`src/rtl/sata_primitives.sv`:
```
// ---------------------------------------------------------------------------
// sata_primitives
//   Shared SATA link-layer constants: primitive dwords (first byte K28.x on
//   the wire, shown here in the usual big-endian dword notation), the link
//   scrambler seed/polynomial, and a byte-swap helper for PHYs that want
//   little-endian byte order.
// ---------------------------------------------------------------------------
package sata_primitives;

    localparam logic [31:0] P_ALIGN = 32'h7B4A_4ABC;
    localparam logic [31:0] P_CONT  = 32'h9999_AA7C;
    localparam logic [31:0] P_SYNC  = 32'hB5B5_957C;
    localparam logic [31:0] P_SOF   = 32'h3737_B57C;
    localparam logic [31:0] P_EOF   = 32'hD5D5_B57C;
    localparam logic [31:0] P_HOLD  = 32'hD5D5_AA7C;
    localparam logic [31:0] P_HOLDA = 32'h9595_AA7C;

    // Scrambler taps x^16+x^15+x^13+x^4+1 (x^16 term implied) and the seed
    // the junk generator starts from.
    localparam logic [31:0] SCRAMBLER_POLY = 32'h0000_A011;
    localparam logic [31:0] SCRAMBLER_SEED = 32'hC2D2_768D;

    function automatic logic [31:0] bswap32(input logic [31:0] w);
        return {w[7:0], w[15:8], w[23:16], w[31:24]};
    endfunction

endpackage

```
`src/rtl/satalnk_contgen_junkgen.sv`:
```
// ---------------------------------------------------------------------------
// satalnk_junkgen
//   32-bit Galois LFSR producing the junk payload sent after a CONT.
//   o_junk is the current register value; it advances one step per cycle
//   with i_en high and returns to the scrambler seed on reset.
//   Ports:
//     i_clk    clock
//     i_reset  synchronous active-high reset (loads the seed)
//     i_en     advance to the next junk word
//     o_junk   current junk word
// ---------------------------------------------------------------------------
module satalnk_junkgen (
    input  logic        i_clk,
    input  logic        i_reset,
    input  logic        i_en,
    output logic [31:0] o_junk
);
    import sata_primitives::*;

    logic [31:0] lfsr_q;
    logic [31:0] lfsr_d;

    always_comb begin
        lfsr_d = lfsr_q;
        if (i_en) begin
            lfsr_d = {lfsr_q[30:0], 1'b0} ^ (lfsr_q[31] ? SCRAMBLER_POLY : 32'h0000_0000);
        end
    end

    always_ff @(posedge i_clk) begin
        if (i_reset) begin
            lfsr_q <= SCRAMBLER_SEED;
        end else begin
            lfsr_q <= lfsr_d;
        end
    end

    assign o_junk = lfsr_q;

endmodule

```
`src/rtl/satalnk_contgen.sv`:
```
// ---------------------------------------------------------------------------
// satalnk_contgen
//   SATA link transmit-side primitive shaper. Passes upstream words to the
//   PHY one register stage later, inserts ALIGN bursts every ALIGN_INTERVAL
//   PHY-accepted words, and replaces long runs of an identical repeatable
//   primitive with CONT followed by junk data words.
//
//   Handshake: an upstream word moves when s_valid && s_ready. s_ready is
//   high only when the PHY takes a word this cycle and no ALIGN slot is due,
//   so one accepted word always produces exactly one output word. A slot
//   where the PHY takes a word but s_valid is low is filled with SYNC.
//
//   Ports:
//     i_clk, i_reset      clock, synchronous active-high reset
//     i_cfg_continue_en   allow CONT substitution
//     s_valid/s_ready     upstream handshake
//     s_data[32:0]        bit 32 = primitive flag, [31:0] word
//     i_phy_ready         PHY consumes o_data this cycle
//     o_primitive/o_data  registered output word
//
//   Build option: define SATALNK_CONTGEN_JUNK_EN to draw junk words from
//   satalnk_junkgen; otherwise junk words are all-zero.
// ---------------------------------------------------------------------------
module satalnk_contgen #(
    parameter int OPT_LITTLE_ENDIAN = 0,
    parameter int ALIGN_INTERVAL    = 256,
    parameter int ALIGN_BURST       = 2,
    parameter int CONT_THRESHOLD    = 2
) (
    input  logic        i_clk,
    input  logic        i_reset,
    input  logic        i_cfg_continue_en,
    input  logic        s_valid,
    output logic        s_ready,
    input  logic [32:0] s_data,
    input  logic        i_phy_ready,
    output logic        o_primitive,
    output logic [31:0] o_data
);
    import sata_primitives::*;

    typedef enum logic [1:0] {
        ST_NORMAL      = 2'd0,
        ST_ALIGN_BURST = 2'd1,
        ST_CONT_SENT   = 2'd2
    } state_t;

    localparam int CNT_W   = $clog2(ALIGN_INTERVAL);
    localparam int BURST_W = $clog2(ALIGN_BURST + 1);
    localparam int RPT_W   = 3;

    localparam logic [CNT_W-1:0]   CNT_LAST  = CNT_W'(ALIGN_INTERVAL - 1);
    localparam logic [BURST_W-1:0] BURST_END = BURST_W'(ALIGN_BURST);
    localparam logic [RPT_W-1:0]   RPT_CONT  = RPT_W'(CONT_THRESHOLD + 1);

    // Primitives in the byte order the PHY expects.
    localparam logic [31:0] W_ALIGN = (OPT_LITTLE_ENDIAN != 0) ? bswap32(P_ALIGN) : P_ALIGN;
    localparam logic [31:0] W_CONT  = (OPT_LITTLE_ENDIAN != 0) ? bswap32(P_CONT)  : P_CONT;
    localparam logic [31:0] W_SYNC  = (OPT_LITTLE_ENDIAN != 0) ? bswap32(P_SYNC)  : P_SYNC;
    localparam logic [31:0] W_SOF   = (OPT_LITTLE_ENDIAN != 0) ? bswap32(P_SOF)   : P_SOF;
    localparam logic [31:0] W_EOF   = (OPT_LITTLE_ENDIAN != 0) ? bswap32(P_EOF)   : P_EOF;

    state_t               state_q, state_d;
    logic [CNT_W-1:0]     cnt_q, cnt_d;
    logic                 align_due_q, align_due_d;
    logic [BURST_W-1:0]   burst_q, burst_d;
    logic [RPT_W-1:0]     rpt_q, rpt_d;
    logic [31:0]          last_q, last_d;
    logic                 prim_q, prim_d;
    logic [31:0]          data_q, data_d;

    logic [32:0]          in_word;
    logic                 elig;
    logic                 same;
    logic                 align_slot;
    logic [RPT_W-1:0]     rpt_inc;
    logic [BURST_W-1:0]   burst_n;
    logic [31:0]          junk_word;

    assign in_word    = s_valid ? s_data : {1'b1, W_SYNC};
    assign elig       = in_word[32] && (in_word[31:0] != W_ALIGN) && (in_word[31:0] != W_CONT)
                        && (in_word[31:0] != W_SOF) && (in_word[31:0] != W_EOF);
    // rpt_q == 0 means "no eligible primitive remembered" (reset, ALIGN, data).
    assign same       = elig && (rpt_q != '0) && (in_word[31:0] == last_q);
    assign align_slot = align_due_q || (state_q == ST_ALIGN_BURST);
    assign rpt_inc    = (rpt_q >= RPT_CONT) ? RPT_CONT : rpt_q + RPT_W'(1);

    assign s_ready = i_phy_ready && !i_reset && (state_q != ST_ALIGN_BURST) && !align_due_q;

`ifdef SATALNK_CONTGEN_JUNK_EN
    logic junk_adv;
    assign junk_adv = i_phy_ready && !align_slot && (state_q == ST_CONT_SENT)
                      && same && i_cfg_continue_en;

    satalnk_junkgen u_junkgen (
        .i_clk   (i_clk),
        .i_reset (i_reset),
        .i_en    (junk_adv),
        .o_junk  (junk_word)
    );
`else
    assign junk_word = 32'h0000_0000;
`endif

    always_comb begin
        state_d     = state_q;
        cnt_d       = cnt_q;
        align_due_d = align_due_q;
        burst_d     = burst_q;
        rpt_d       = rpt_q;
        last_d      = last_q;
        prim_d      = prim_q;
        data_d      = data_q;
        burst_n     = burst_q + BURST_W'(1);

        if (i_phy_ready) begin
            // Any slot holding align_due is an ALIGN slot and clears it, so
            // the flag simply follows the wrap of this slot.
            if (cnt_q == CNT_LAST) begin
                cnt_d       = '0;
                align_due_d = 1'b1;
            end else begin
                cnt_d       = cnt_q + CNT_W'(1);
                align_due_d = 1'b0;
            end

            if (align_slot) begin
                prim_d = 1'b1;
                data_d = W_ALIGN;
                rpt_d  = '0;
                if (burst_n == BURST_END) begin
                    state_d = ST_NORMAL;
                    burst_d = '0;
                end else begin
                    state_d = ST_ALIGN_BURST;
                    burst_d = burst_n;
                end
            end else begin
                case (state_q)
                    ST_CONT_SENT: begin
                        if (same && i_cfg_continue_en) begin
                            prim_d = 1'b0;
                            data_d = junk_word;
                        end else begin
                            // Run broken or CONT disabled: the word goes out
                            // verbatim (for a still-repeating primitive this
                            // is the held primitive) and counting restarts.
                            prim_d  = in_word[32];
                            data_d  = in_word[31:0];
                            rpt_d   = elig ? RPT_W'(1) : '0;
                            state_d = ST_NORMAL;
                            if (elig) begin
                                last_d = in_word[31:0];
                            end
                        end
                    end
                    default: begin
                        rpt_d = same ? rpt_inc : (elig ? RPT_W'(1) : '0);
                        if (elig) begin
                            last_d = in_word[31:0];
                        end
                        if (i_cfg_continue_en && (rpt_d == RPT_CONT)) begin
                            prim_d  = 1'b1;
                            data_d  = W_CONT;
                            state_d = ST_CONT_SENT;
                        end else begin
                            prim_d  = in_word[32];
                            data_d  = in_word[31:0];
                            state_d = ST_NORMAL;
                        end
                    end
                endcase
            end
        end
    end

    always_ff @(posedge i_clk) begin
        if (i_reset) begin
            state_q     <= ST_NORMAL;
            cnt_q       <= '0;
            align_due_q <= 1'b0;
            burst_q     <= '0;
            rpt_q       <= '0;
            last_q      <= '0;
            prim_q      <= 1'b1;
            data_q      <= W_SYNC;
        end else begin
            state_q     <= state_d;
            cnt_q       <= cnt_d;
            align_due_q <= align_due_d;
            burst_q     <= burst_d;
            rpt_q       <= rpt_d;
            last_q      <= last_d;
            prim_q      <= prim_d;
            data_q      <= data_d;
        end
    end

    assign o_primitive = prim_q;
    assign o_data      = data_q;

endmodule

```
`config.mk`:
```
export PLATFORM = sky130hd
export DESIGN_NAME = satalnk_contgen
export DESIGN_NICKNAME = d
export VERILOG_FILES = /design/src/rtl/sata_primitives.sv /design/src/rtl/satalnk_contgen_junkgen.sv /design/src/rtl/satalnk_contgen.sv
export SDC_FILE = /design/constraint.sdc
export NUM_CORES = 1
export LEC_CHECK = 0
export ABC_AREA = 0
export BUFFER_PORTS_ARGS = -buffer_cell sky130_fd_sc_hd__buf_2
export CAP_MARGIN = 10
export CORE_AREA = 2 2 146 91
export DETAILED_ROUTE_END_ITERATION = 10
export DIE_AREA = 0 0 148 93
export SETUP_SLACK_MARGIN = 0.1
export SYNTH_ARGS = -nofsm -noshare
export SYNTH_HDL_FRONTEND = slang
export SYNTH_HIERARCHICAL = 1
export SYNTH_SLANG_ARGS = --single-unit
```
`constraint.sdc`:
```
create_clock -name i_clk -period 3.2 [get_ports i_clk]
set_input_delay 0.32 -clock i_clk [delete_from_list [all_inputs] [get_ports i_clk]]
set_output_delay 0.32 -clock i_clk [all_outputs]
set_load 0.01 [all_outputs]
```
# After elaboration in Yosys (flattened, before gate mapping)

Index checks and enable logic that the tools add are counted.

Bits in registers: 81
Latch bits: 0
Bits in writable memories: 0
Memory bits (read-only): 0
Bits of input ports: 38
Output and inout bits: 34
Logic and storage cells: 70
Memories kept: 0

Add/sub/neg operators: 3
$mul: 0
Divide/modulo/power cells: 0
Magnitude comparators: 1
Eq/ne operators: 13
Shift-type cells: 0
Muxes and demuxes: 26
Bitwise gates (word level): 1
Reduce and logical (&&, ||, !) cells: 18

Operators with widths:

| operator               | count |
|---|---|
| $mux W32               | 7 |
| $ne A32 B32 Y1 const B | 2 |
| $mux W33               | 1 |
| $eq A32 B32 Y1         | 1 |
| $ne A32 B30 Y1 const B | 1 |
| $ne A32 B31 Y1 const B | 1 |
| $mux W3                | 5 |
| $logic_and A1 B1 Y1    | 11 |
| $mux W2                | 5 |
| $add A8 B1 Y8 const B  | 1 |
| $eq A8 B8 Y1 const B   | 1 |
| $mux W8                | 1 |
| $mux W1                | 7 |
| $eq A2 B2 Y1 const B   | 2 |
| $reduce_and A2 Y1      | 2 |
| $add A3 B1 Y3 const B  | 1 |
| $eq A3 B2 Y1 const B   | 1 |
| $ge A3 B2 Y1 const B   | 1 |
| $ne A3 B3 Y1 const B   | 1 |
| $reduce_and A3 Y1      | 1 |
| $reduce_bool A3 Y1     | 1 |
| $add A2 B1 Y2 const B  | 1 |
| $eq A2 B1 Y1 const B   | 1 |
| $logic_not A1 Y1       | 2 |
| 4 further kinds        | 4 |

# Logic depth before layout (Yosys ltp)

Gate-level depths: netlist of the first run.

Word-level depth: 14
Gate-level depth with buffers: 12
Gate-level depth less buffers: 8

# Worst setup path after synthesis of the first run

No wires, ideal clock.

Path type: in2reg
From: input s_valid
To: register data_q[11] (netlist: o_data[11])
Setup time: 0.091 ns
Arrival: 2.323 ns
Data required time: 3.109 ns
Setup slack: 0.786 ns
Stages: 9
Path buffers: 2
Path through: buf_6 -> and3b_1 -> a2111o_1 -> a2111oi_2 -> and4_4 -> nand3_4 -> buf_6 -> or3_4 -> a311oi_1

Word-level cells in the longest chain between the ends: 14
Elaborated cells on any way between the ends: 21
Classes of those cells: eq/ne: 6; mux: 7; reduce/logical: 8

RTL lines:

| item                             | RTL line               | text |
|---|---|---|
| from (decl)                      | satalnk_contgen.sv:33  | `input logic s_valid,` |
| $mux W33 (*)                     | satalnk_contgen.sv:80  | `assign in_word = s_valid ? s_data : {1'b1, W_SYNC};` |
| $ne A32 B31 Y1                   | satalnk_contgen.sv:81  | `assign elig = in_word[32] && (in_word[31:0] != W_ALIGN) && (in_word[31:0] != W_CONT)` |
| $logic_and A1 B1 Y1 (2 in a row) | satalnk_contgen.sv:81  |  |
| $logic_and A1 B1 Y1 (2 in a row) | satalnk_contgen.sv:82  | `&& (in_word[31:0] != W_SOF) && (in_word[31:0] != W_EOF);` |
| $logic_and A1 B1 Y1 (2 in a row) | satalnk_contgen.sv:84  | `assign same = elig && (rpt_q != '0) && (in_word[31:0] == last_q);` |
| $mux W3                          | satalnk_contgen.sv:158 | `rpt_d = same ? rpt_inc : (elig ? RPT_W'(1) : '0);` |
| $eq A3 B2 Y1                     | satalnk_contgen.sv:162 | `if (i_cfg_continue_en && (rpt_d == RPT_CONT)) begin` |
| $logic_and A1 B1 Y1              | satalnk_contgen.sv:162 |  |
| $mux W32                         | satalnk_contgen.sv:162 |  |
| $mux W32 (*)                     | satalnk_contgen.sv:139 | `case (state_q)` |
| $mux W32 (*)                     | satalnk_contgen.sv:127 | `if (align_slot) begin` |
| to (signal assigned)             | satalnk_contgen.sv:195 | `data_q <= data_d;` |
| to (decl)                        | satalnk_contgen.sv:70  | `logic [31:0] data_q, data_d;` |

Every way passes the cells marked *; elsewhere a longest branch is shown, timed or not.
A chain may end at the register's enable or synchronous reset.

# Worst setup path after layout of the first run

From: register last_q[21]
To: register state_q[1]

Word-level cells in the longest chain between the ends: 8
Elaborated cells on any way between the ends: 11
Classes of those cells: eq/ne: 3; mux: 4; reduce/logical: 4

RTL lines:

| item                    | RTL line               | text |
|---|---|---|
| from (decl)             | satalnk_contgen.sv:68  | `logic [31:0] last_q, last_d;` |
| from (signal assigned)  | satalnk_contgen.sv:193 | `last_q <= last_d;` |
| $eq A32 B32 Y1 (*)      | satalnk_contgen.sv:84  |  |
| $logic_and A1 B1 Y1 (*) | satalnk_contgen.sv:84  |  |
| $mux W3                 | satalnk_contgen.sv:158 |  |
| $eq A3 B2 Y1            | satalnk_contgen.sv:162 |  |
| $logic_and A1 B1 Y1     | satalnk_contgen.sv:162 |  |
| $mux W2                 | satalnk_contgen.sv:162 |  |
| $mux W2                 | satalnk_contgen.sv:139 |  |
| $mux W2                 | satalnk_contgen.sv:127 |  |
| to (signal assigned)    | satalnk_contgen.sv:188 | `state_q <= state_d;` |
| to (decl)               | satalnk_contgen.sv:63  | `state_t state_q, state_d;` |

Marked as above.

==> run metrics, run 1 <==
RSZ-0062 raised after global routing=no; setup violators final=0; minimum clock period=between 2 and 3 ns; CTS Buf Count=9; Diodes inserted=0; non-filler cells in the finished layout=roughly 770; worst r2r src=last_q[21]; largest net degree at the start of global routing=36; detailed-route via count=about 4400; Arr. time, crit path=between 2 and 3 ns; most used cell, CP=o22ai_1; placed cell count=roughly 750; clock sinks=roughly 80; Crit-path slowest cell=or4_1; Initial DRT Pass Iterations=6; Starting Density=between 30% and 40%; final clock skew=0.01170 ns; Worst setup EP type=flip-flop; reg2reg end=state_q[1]; total length of routed wires=~15 mm; cell internal pwr=between 1.5 and 2 mW; crit start category=flip-flop; crit-path leading delay family=simple AND/OR/NAND/NOR gates; r2r setup slk=0.57 ns; dpl hpwl=approximately 11 mm; Port Buffer Count=just over 70; gr usage total=21.68%; Final ANT Viol Nets=0; EDFF count, synth=0; leakage=1.953 nW; share of cells above drive strength 1=about a fifth; DRT iter0 DRCs=around 460; status=finished, final reports clean; Rows=32; Hold Startpoint=i_phy_ready; Switching Share=between 20% and 30%; # fillers=about 1300; worst reg2reg path depth=7; clock tree root buffer cell=clkbuf_16; clock-pin slew on the worst setup and hold paths=about 0.07 ns; FMAX=roughly 0.38 GHz; synth warn=6; CP Class=flip-flop to flip-flop; Nets=~630; max_cap viols=0; core area=approximately 0.012 sq mm; Reg power frac=between 40 and 50%; Die ar.=around 0.014 sq mm; GR Overflow Total=0; initial antenna violation count=0; TNS Setup=0 ns; Comb pwr share=roughly 14%; Worst VDD drop=0.0002890 V; I/O Pins=just over 70; clock latency on the worst-skew pair=roughly 0.34 ns; Post-synth top flop=dfxtp_1; max incr delay on CP=0.63 ns; Power Density=slightly below 500 mW/mm^2; maximum fanout along the worst path=7; flop and latch count out of synthesis=81; Resized Gates After CTS=0; crit path cell chain=or3b_1 -> o22ai_1 -> o32ai_1 -> a2111oi_4 -> nand3_4 -> or4_1 -> o22ai_1; GP Congestion=approximately 0.98; DRC=0; worst slew margin relative to its limit=a little over half; vias per cell=around 5.8; sw power=a little under 0.7 mW; Layout area overhead=21.73%; Slew @ Worst Pin=approximately 0.68 ns; syn_area_per_cell=around 8 sq um; Post-CTS Hold Fix Bufs=0; die width=roughly 150 um; die height=slightly above 90 um; Yosys cell types=67; Final Hold Slack=about 0.28 ns; Seq/Total Area, Yosys=between 30% and 40%; setup bufs post-CTS=0; CP Data Required Time=~3.5 ns; Bufs and invs on worst path=0; vias in the first global route=approximately 4000; Hold Crit Depth=2; first-pass GRT wire length=23.04 mm; Netlist Area Pre-Place=approximately 0.0042 sq mm; DR WL/cell=about 19 um; crit share post-route=82.31%; Synth async-reset ratio=0%; Mapped Nets=~560; Synth Instances=just over 500; Hold Path Class=input port to flip-flop; Final Hold Fails=0; WHS Endpoint=burst_q[1]; Util after Layout=between 40 and 50%; H-Tree Depth=3; clock share of power=between 40% and 50%; TritonCTS clock tree=yes; Slew Limit Fails=0; clk buf depth=2
[registers in the layout, indices dropped and copies added, names as in the netlist]
register	cells
align_due_q	1
burst_q	2
cnt_q	8
last_q	32
o_data	32
o_primitive	1
rpt_q	3
state_q	2
[cell usage after synthesis (all sizes together) (3+ instances only)]
cell | count | area (sq um)
a211oi | 18 | 140.1
a21boi | 3 | 22.52
a21oi | 51 | 255.2
a311oi | 9 | 78.83
and2 | 3 | 18.77
buf | 14 | 80.07
clkbuf | 19 | 71.32
dfxtp | 81 | 1622
ha | 4 | 50.05
inv | 27 | 101.4
nand2 | 40 | 152.6
nand2b | 6 | 37.54
nand3 | 12 | 72.57
nand4 | 10 | 62.56
nand4b | 3 | 26.28
nor2 | 42 | 157.7
nor2b | 11 | 68.82
nor3 | 7 | 35.03
nor4 | 5 | 31.28
nor4bb | 5 | 50.05
o211ai | 16 | 120.1
o21ai | 23 | 115.1
o21bai | 5 | 37.54
o22ai | 15 | 93.84
o2bb2ai | 5 | 43.79
o31ai | 16 | 120.1
o32ai | 4 | 35.03
o41ai | 3 | 26.28
or3 | 4 | 30.03
or4 | 5 | 37.54
xnor2 | 6 | 52.55
xor2 | 10 | 87.58
[per-layer routing]
metal | global-route usage, % | share of wire, % | vias to the layer above | wire (um)
met1 | 32.56 | 49 | 2151 | 7298
li1 | - | - | 2073 | -
met2 | 28.97 | 39 | 207 | 5788
met3 | 7.854 | 11 | 13 | 1576
met4 | 4.841 | 1.1 | 0 | 169
met5 | 0 | 0 | - | 0
[metrics by stage]
step	total power [mW]	worst slack, ns	area [sq um]
final	2.487	0.5660	5159
after global routing	2.580	0.3932	5159
after CTS	2.492	0.5842	5159
after detailed placement	1.477	0.2827	4872
after global placement	1.470	0.3244	4872
after floorplan	1.318	0.7857	4238
[worst register-to-register path: stages, from the launching register on]
cell       delay, ns
dfxtp_1         0.34
or3b_1          0.39
o22ai_1         0.19
o32ai_1         0.21
a2111oi_4       0.44
nand3_4         0.16
or4_1           0.63
o22ai_1         0.20
[final cells by class]
class	count	area (sq um)	area share [%]
Multi-Input combinational cell	371	2356	45.67
Sequential cell	81	1622	31.43
Clock inverter	5	57.56	1.116
Inverter	29	108.9	2.110
Timing Repair Buffer	100	573.1	11.11
Tap cell	170	212.7	4.123
Clock buffer	10	229.0	4.439
[power by group through the flow]
stage	logic, mW	registers (mW)	clock network, mW
2_1_floorplan	0.192	1.13	0
3_3_place_gp	0.349	1.12	0
3_5_place_dp	0.353	1.12	0
4_1_cts	0.354	1.10	1.04
5_1_grt	0.391	1.11	1.08
6_report	0.361	1.10	1.02
[worst max-delay path by stage]
stage | startpoint | end | cells after the start
CTS | last_q[21] | state_q[1] | 7
detailed placement | s_valid | state_q[1] | 9
finish | last_q[21] | state_q[1] | 7
global placement | s_valid | state_q[1] | 9
floorplan | s_valid | o_data[11] | 9
global route | last_q[21] | state_q[1] | 7
[logic make-up after synthesis]
kind of cell,count (synthesis),synth area share (%)
multiplexers,4,1.004
flip-flops,81,38.26
adder cells (fa/ha/maj),4,1.181
AND/OR/NAND/NOR,163,20.46
buffers and inverters,62,6.141
XOR/XNOR,16,3.307
AO/OA/AOI/OAI,184,29.64
[placed cells by master (no fill, tap or decap), types with 10 or more instances in the layout]
master     n
nand2_1   39
nor2b_1   11
o211ai_1  16
a21oi_1   51
o22ai_1   15
o31ai_1   16
inv_1     27
nor2_1    42
nand3_1   11
buf_4     29
a211oi_1  17
buf_2     71
xor2_1    10
nand4_1   10
dfxtp_1   81
o21ai_0   21
No activity file was read; power rests on OpenSTA's default activity.
==> run 2, diff against run 1 <==
Clock period 3.2 ns to 2.58 ns, I/O delays scaled along.
==> run 2 against run 1 <==
Compared with the run above:
- sequential share of layout area shrank 1.9 points
- sequential cell count unchanged
- clock skew fell by 0.00058 ns
- die area is the same
- count of clock-buffer cells in the layout decreased by 1
- global-route usage barely moved
- critical endpoint is now rpt_q[2]
==> run metrics, run 2 (synthesized netlist as in run 1, its figures left out) <==
status=finished, final reports clean; Power Density=a little under 600 mW/mm^2; Initial DRT Pass Iterations=5; final clock skew=0.01112 ns; FMAX=about 0.41 GHz; clock share of power=between 40% and 50%; gr usage total=a little over a fifth; first-pass GRT wire length=22.85 mm; clock sinks=between 80 and 90; Port Buffer Count=between 70 and 80; minimum clock period=~2.4 ns; leakage=2.122 nW; RSZ-0062 raised after global routing=yes; max incr delay on CP=0.46 ns; Worst VDD drop=between 0.0003 and 0.0004 V; DRT iter0 DRCs=between 300 and 400; vias per cell=between 5 and 6; Reg power frac=42.6%; worst slew margin relative to its limit=between 60% and 70%; max_cap viols=0; Hold Path Class=input port to flip-flop; Final ANT Viol Nets=0; clk buf depth=2; Crit-path slowest cell=o41a_1; crit start category=flip-flop; crit path cell chain=and3b_1 -> a2111o_1 -> a2111oi_2 -> and4_4 -> nand3_4 -> o41a_1 -> mux2_2; CTS Buf Count=9; CP Class=flip-flop to flip-flop; Nets=between 600 and 700; Rows=32; Slew Limit Fails=0; Final Hold Fails=0; crit share post-route=between 90% and 100%; clock-pin slew on the worst setup and hold paths=approximately 0.07 ns; DP Worst Slack=-0.1180 ns; cell internal pwr=~2.3 mW; setup ws final=roughly 0.15 ns; detailed-route via count=approximately 4500; Post-CTS Hold Fix Bufs=0; core area=between 0.01 and 0.015 sq mm; TritonCTS clock tree=yes; dpl hpwl=roughly 11 mm; Bufs and invs on worst path=0; maximum fanout along the worst path=6; total length of routed wires=about 15 mm; Post-DP Area=between 0.005 and 0.006 sq mm; sw power=0.9234 mW; leading cell type in the layout, fill and taps excluded=dfxtp_1; CP Data Required Time=approximately 2.8 ns; Diodes inserted=0; most frequent cells in the layout=dfxtp_1, buf_2, buf_4, a21oi_1, nor2_1; largest net degree at the start of global routing=45; crit-path leading delay family=compound AO/OA/AOI/OAI gates; clock latency on the worst-skew pair=approximately 0.35 ns; GP Congestion=0.9301; Die ar.=~0.014 sq mm; initial antenna violation count=1; Arr. time, crit path=between 2 and 3 ns; design area=around 0.0055 sq mm; GR Overflow Total=0; Starting Density=33.92%; clock tree root buffer cell=clkbuf_16; Slew @ Worst Pin=between 0.5 and 0.6 ns; Layout area overhead=30.03%; die height=a little over 90 um; setup violators final=0; Final Hold Slack=~0.22 ns; Comb pwr share=~15%; share of cells above drive strength 1=a little over a quarter; vias in the first global route=around 4100; H-Tree Depth=3; DR WL/cell=around 19 um; I/O Pins=roughly 70; Switching Share=approximately 29%; DRC=0; die width=between 100 and 150 um; Worst setup EP type=flip-flop
## run 2: cell count changes in the layout (fill, tap and decap cells not counted), sizes merged
cell,delta
inv,+4
clkinv,-4
clkinvlp,+2
buf,+26
## run 2: timing repair
item / 4_1_cts / 5_1_grt
resized for setup: 0 / 23
setup endpoints to repair: 1 / 45
pin swaps: 1 / 2
cloned: 0 / 1
setup buffers: 0 / 1
endpoints found under the hold margin: 0 / 0
## run 2: tightest hold or removal path: stages
cell	delay, ns
buf_2	0.13
inv_1	0.05
a311oi_1	0.07
## run 2: power by group through the flow
stage / clock, mW / combinational [mW] / sequential [mW]
6_report: 1.35 / 0.495 / 1.37
5_1_grt: 1.42 / 0.537 / 1.38
4_1_cts: 1.36 / 0.476 / 1.37
3_5_place_dp: 0 / 0.474 / 1.39
3_3_place_gp: 0 / 0.468 / 1.39
2_1_floorplan: 0 / 0.238 / 1.40
## run 2: path summary, 6_finish.rpt
path / from / to / slack, ns / cells past startpoint
max reg2reg: last_q[11] / rpt_q[2] / 0.15 / 7
min: s_data[4] / last_q[4] / 0.22 / 3
max: last_q[11] / rpt_q[2] / 0.15 / 7
min reg2reg: o_data[0] / o_data[0] / 0.46 / 2
## run 2: layout make-up
class / count / area, sq um
tap: 170 / 212.7
multi-input combinational: 371 / 2425
clock inverter: 7 / 85.08
inverter: 29 / 108.9
sequential: 81 / 1627
timing repair buffer: 127 / 827.0
clock buffer: 9 / 225.2
fill: 1267 / 6982
## run 2: metal layers
layer | up-vias | global-route usage (%) | share of wire [%]
met3 | 22 | 6.244 | 8.9
met5 | - | 0 | 0
met1 | 2175 | 33.15 | 50
li1 | 2123 | - | -
met2 | 198 | 29.28 | 39
met4 | 0 | 5.238 | 1.5
## run 2: per-stage QoR
step	utilization (%)	instances	setup TNS, ns	power, mW
final	44.11	794	0	3.215
after global routing	44.11	794	0	3.333
after CTS	43.29	792	0	3.206
after detailed placement	40.81	776	-1.249	1.869
after global placement	40.81	776	-0.05872	1.860
after floorplan	-	514	0	1.634
==> run 3, diff against run 2 <==
--- a/config.mk
+++ b/config.mk
@@ -11,2 +11,3 @@
 export CORE_AREA = 2 2 146 91
+export CTS_BUF_LIST = sky130_fd_sc_hd__clkbuf_4
 export DETAILED_ROUTE_END_ITERATION = 10
==> constraint.sdc (replaced) <==
create_clock -name i_clk -period 2.58 [get_ports i_clk]
set_input_delay 0.129 -clock i_clk [delete_from_list [all_inputs] [get_ports i_clk]]
set_output_delay 0.129 -clock i_clk [all_outputs]
set_load 0.01 [all_outputs]
==> run 3 against run 2 <==
Compared with the run above:
- sequential share of layout area increased by 0.85 points
- sequential power is essentially flat
- critical path type unchanged
- via count down 2.0%
- global-route usage shrank 0.27 points
- total power fell by 17%
- cell area fell by 2.9%
- register-to-register slack got worse by 0.07 ns
- clock skew rose by 0.0025 ns
- count of clock-buffer cells in the layout unchanged
- maximum frequency down 2.8%
- non-clock buffer count shrank 5
- largest power group unchanged
- routed wire length shrank 0.70%
==> run metrics, run 3 (synthesized netlist as in run 1, its figures left out) <==
DRT iter0 DRCs=474; placed cell count=around 760; most frequent cells in the layout=dfxtp_1, buf_2, a21oi_1, nor2_1; dpl hpwl=~11 mm; share of cells above drive strength 1=around a quarter; Initial DRT Pass Iterations=4; detailed-route via count=~4400; worst r2r src=last_q[21]; Hold Path Class=input port to flip-flop; TNS Setup=0 ns; max incr delay on CP=roughly 0.44 ns; cell internal pwr=around 1.8 mW; Port Buffer Count=just over 70; clock latency on the worst-skew pair=0.46 ns; GP Congestion=around 0.96; minimum clock period=2.503 ns; CP Class=flip-flop to flip-flop; Slew @ Worst Pin=roughly 0.50 ns; FF+latch area=0.001625 sq mm; largest net degree at the start of global routing=27; setup violators final=0; clock sinks=between 80 and 90; Slew Limit Fails=0; Nets=roughly 660; die height=just over 90 um; H-Tree Depth=3; # fillers=1270; FMAX=about 0.4 GHz; first-pass GRT wire length=approximately 23 mm; crit share post-route=between 90% and 100%; TritonCTS clock tree=yes; non-filler cells in the finished layout=about 790; total length of routed wires=about 15 mm; leading cell type in the layout, fill and taps excluded=dfxtp_1; DR WL/cell=about 19 um; Switching Share=between 30% and 40%; Power Density=roughly 500 mW/mm^2; final clock skew=around 0.014 ns; leakage=between 2 and 2.5 nW; crit-path leading delay family=compound AO/OA/AOI/OAI gates; worst slew margin relative to its limit=between 60% and 70%; Bufs and invs on worst path=2; status=finished, final reports clean; I/O Pins=72; Final ANT Viol Nets=0; core area=about 0.012 sq mm; max_cap viols=0; Worst VDD drop=~0.00022 V; Starting Density=about a third; Layout area overhead=26.31%; sw power=roughly 0.85 mW; Die ar.=roughly 0.014 sq mm; initial antenna violation count=0; CTS Buf Count=9; Worst setup EP type=flip-flop; vias per cell=about 5.6; Hold Startpoint=s_data[30]; GR Overflow Total=0; crit start category=flip-flop; die width=about 150 um; clock tree root buffer cell=clkbuf_4; gr usage total=between 20% and 30%; CP Data Required Time=2.96 ns; DRC=0; critical path startpoint=last_q[21]; Reg power frac=roughly 51%; vias in the first global route=about 4000; Arr. time, crit path=roughly 2.9 ns; Rows=32; clock share of power=between 30 and 40%; crit path cell chain=or3b_1 -> o22ai_2 -> o32ai_2 -> a2111oi_4 -> buf_4 -> and4_1 -> nor2_1 -> buf_6 -> a311oi_2; clk buf depth=2; Diodes inserted=0; Multi-input gate area=around 0.0025 sq mm; maximum fanout along the worst path=12; Final Hold Fails=0; Crit-path slowest cell=a2111oi_4; RSZ-0062 raised after global routing=yes; Comb pwr share=18.5%; Final Hold Slack=approximately 0.046 ns; Util after Layout=42.85%; clock-pin slew on the worst setup and hold paths=between 0.1 and 0.15 ns
[run 3: through the flow]
stage	area (sq um)	worst slack (ns)	total power [mW]
floorplan	4238	0.2622	1.634
global placement	4975	0.06953	1.833
detailed placement	4975	-0.05291	1.844
CTS	5201	0.06706	2.651
global route	5353	-0.02914	2.799
finish	5353	0.07669	2.666
[run 3: path summary, 6_finish.rpt]
kind                end  cells past startpoint  slack (ns)
max          last_q[24]                      9        0.08
min          last_q[30]                      3        0.05
max reg2reg  last_q[24]                      9        0.08
min reg2reg  burst_q[1]                      2        0.46
[run 3: cell type report]
class,instances,area share [%]
clock inverter,7,1.449
tap,170,3.974
clock buffer,9,1.262
sequential,81,30.36
multi-input combinational,371,46.28
inverter,29,2.034
timing repair buffer,122,14.63
[run 3: per-layer routing]
layer / vias up / GRT usage, % / routed length, um
met5: - / 0 / 0
met1: 2118 / 31.16 / 7241
li1: 2115 / - / -
met4: 0 / 5.317 / 127
met2: 184 / 29.55 / 6195
met3: 12 / 7.756 / 1287
[run 3: power by group through the flow]
stage / registers (mW) / logic, mW / clock network, mW
after global routing: 1.38 / 0.538 / 0.884
after global placement: 1.39 / 0.443 / 0
after detailed placement: 1.39 / 0.451 / 0
after CTS: 1.37 / 0.461 / 0.824
after floorplan: 1.40 / 0.238 / 0
final: 1.37 / 0.494 / 0.804
[run 3: worst register-to-register path, stage by stage, from the launching register on]
cell       delay (ns)
dfxtp_2          0.36
or3b_1           0.39
o22ai_2          0.16
o32ai_2          0.14
a2111oi_4        0.44
buf_4            0.19
and4_1           0.20
nor2_1           0.08
buf_6            0.17
a311oi_2         0.30
[run 3: what timing repair did]
action / CTS / global route
resized for setup: 2 / 26
setup endpoints to repair: 6 / 50
buffers inserted: 0 / 3
hold endpoints to repair: 10 / 0
pin swaps: 0 / 6
hold buffers: 7 / 0
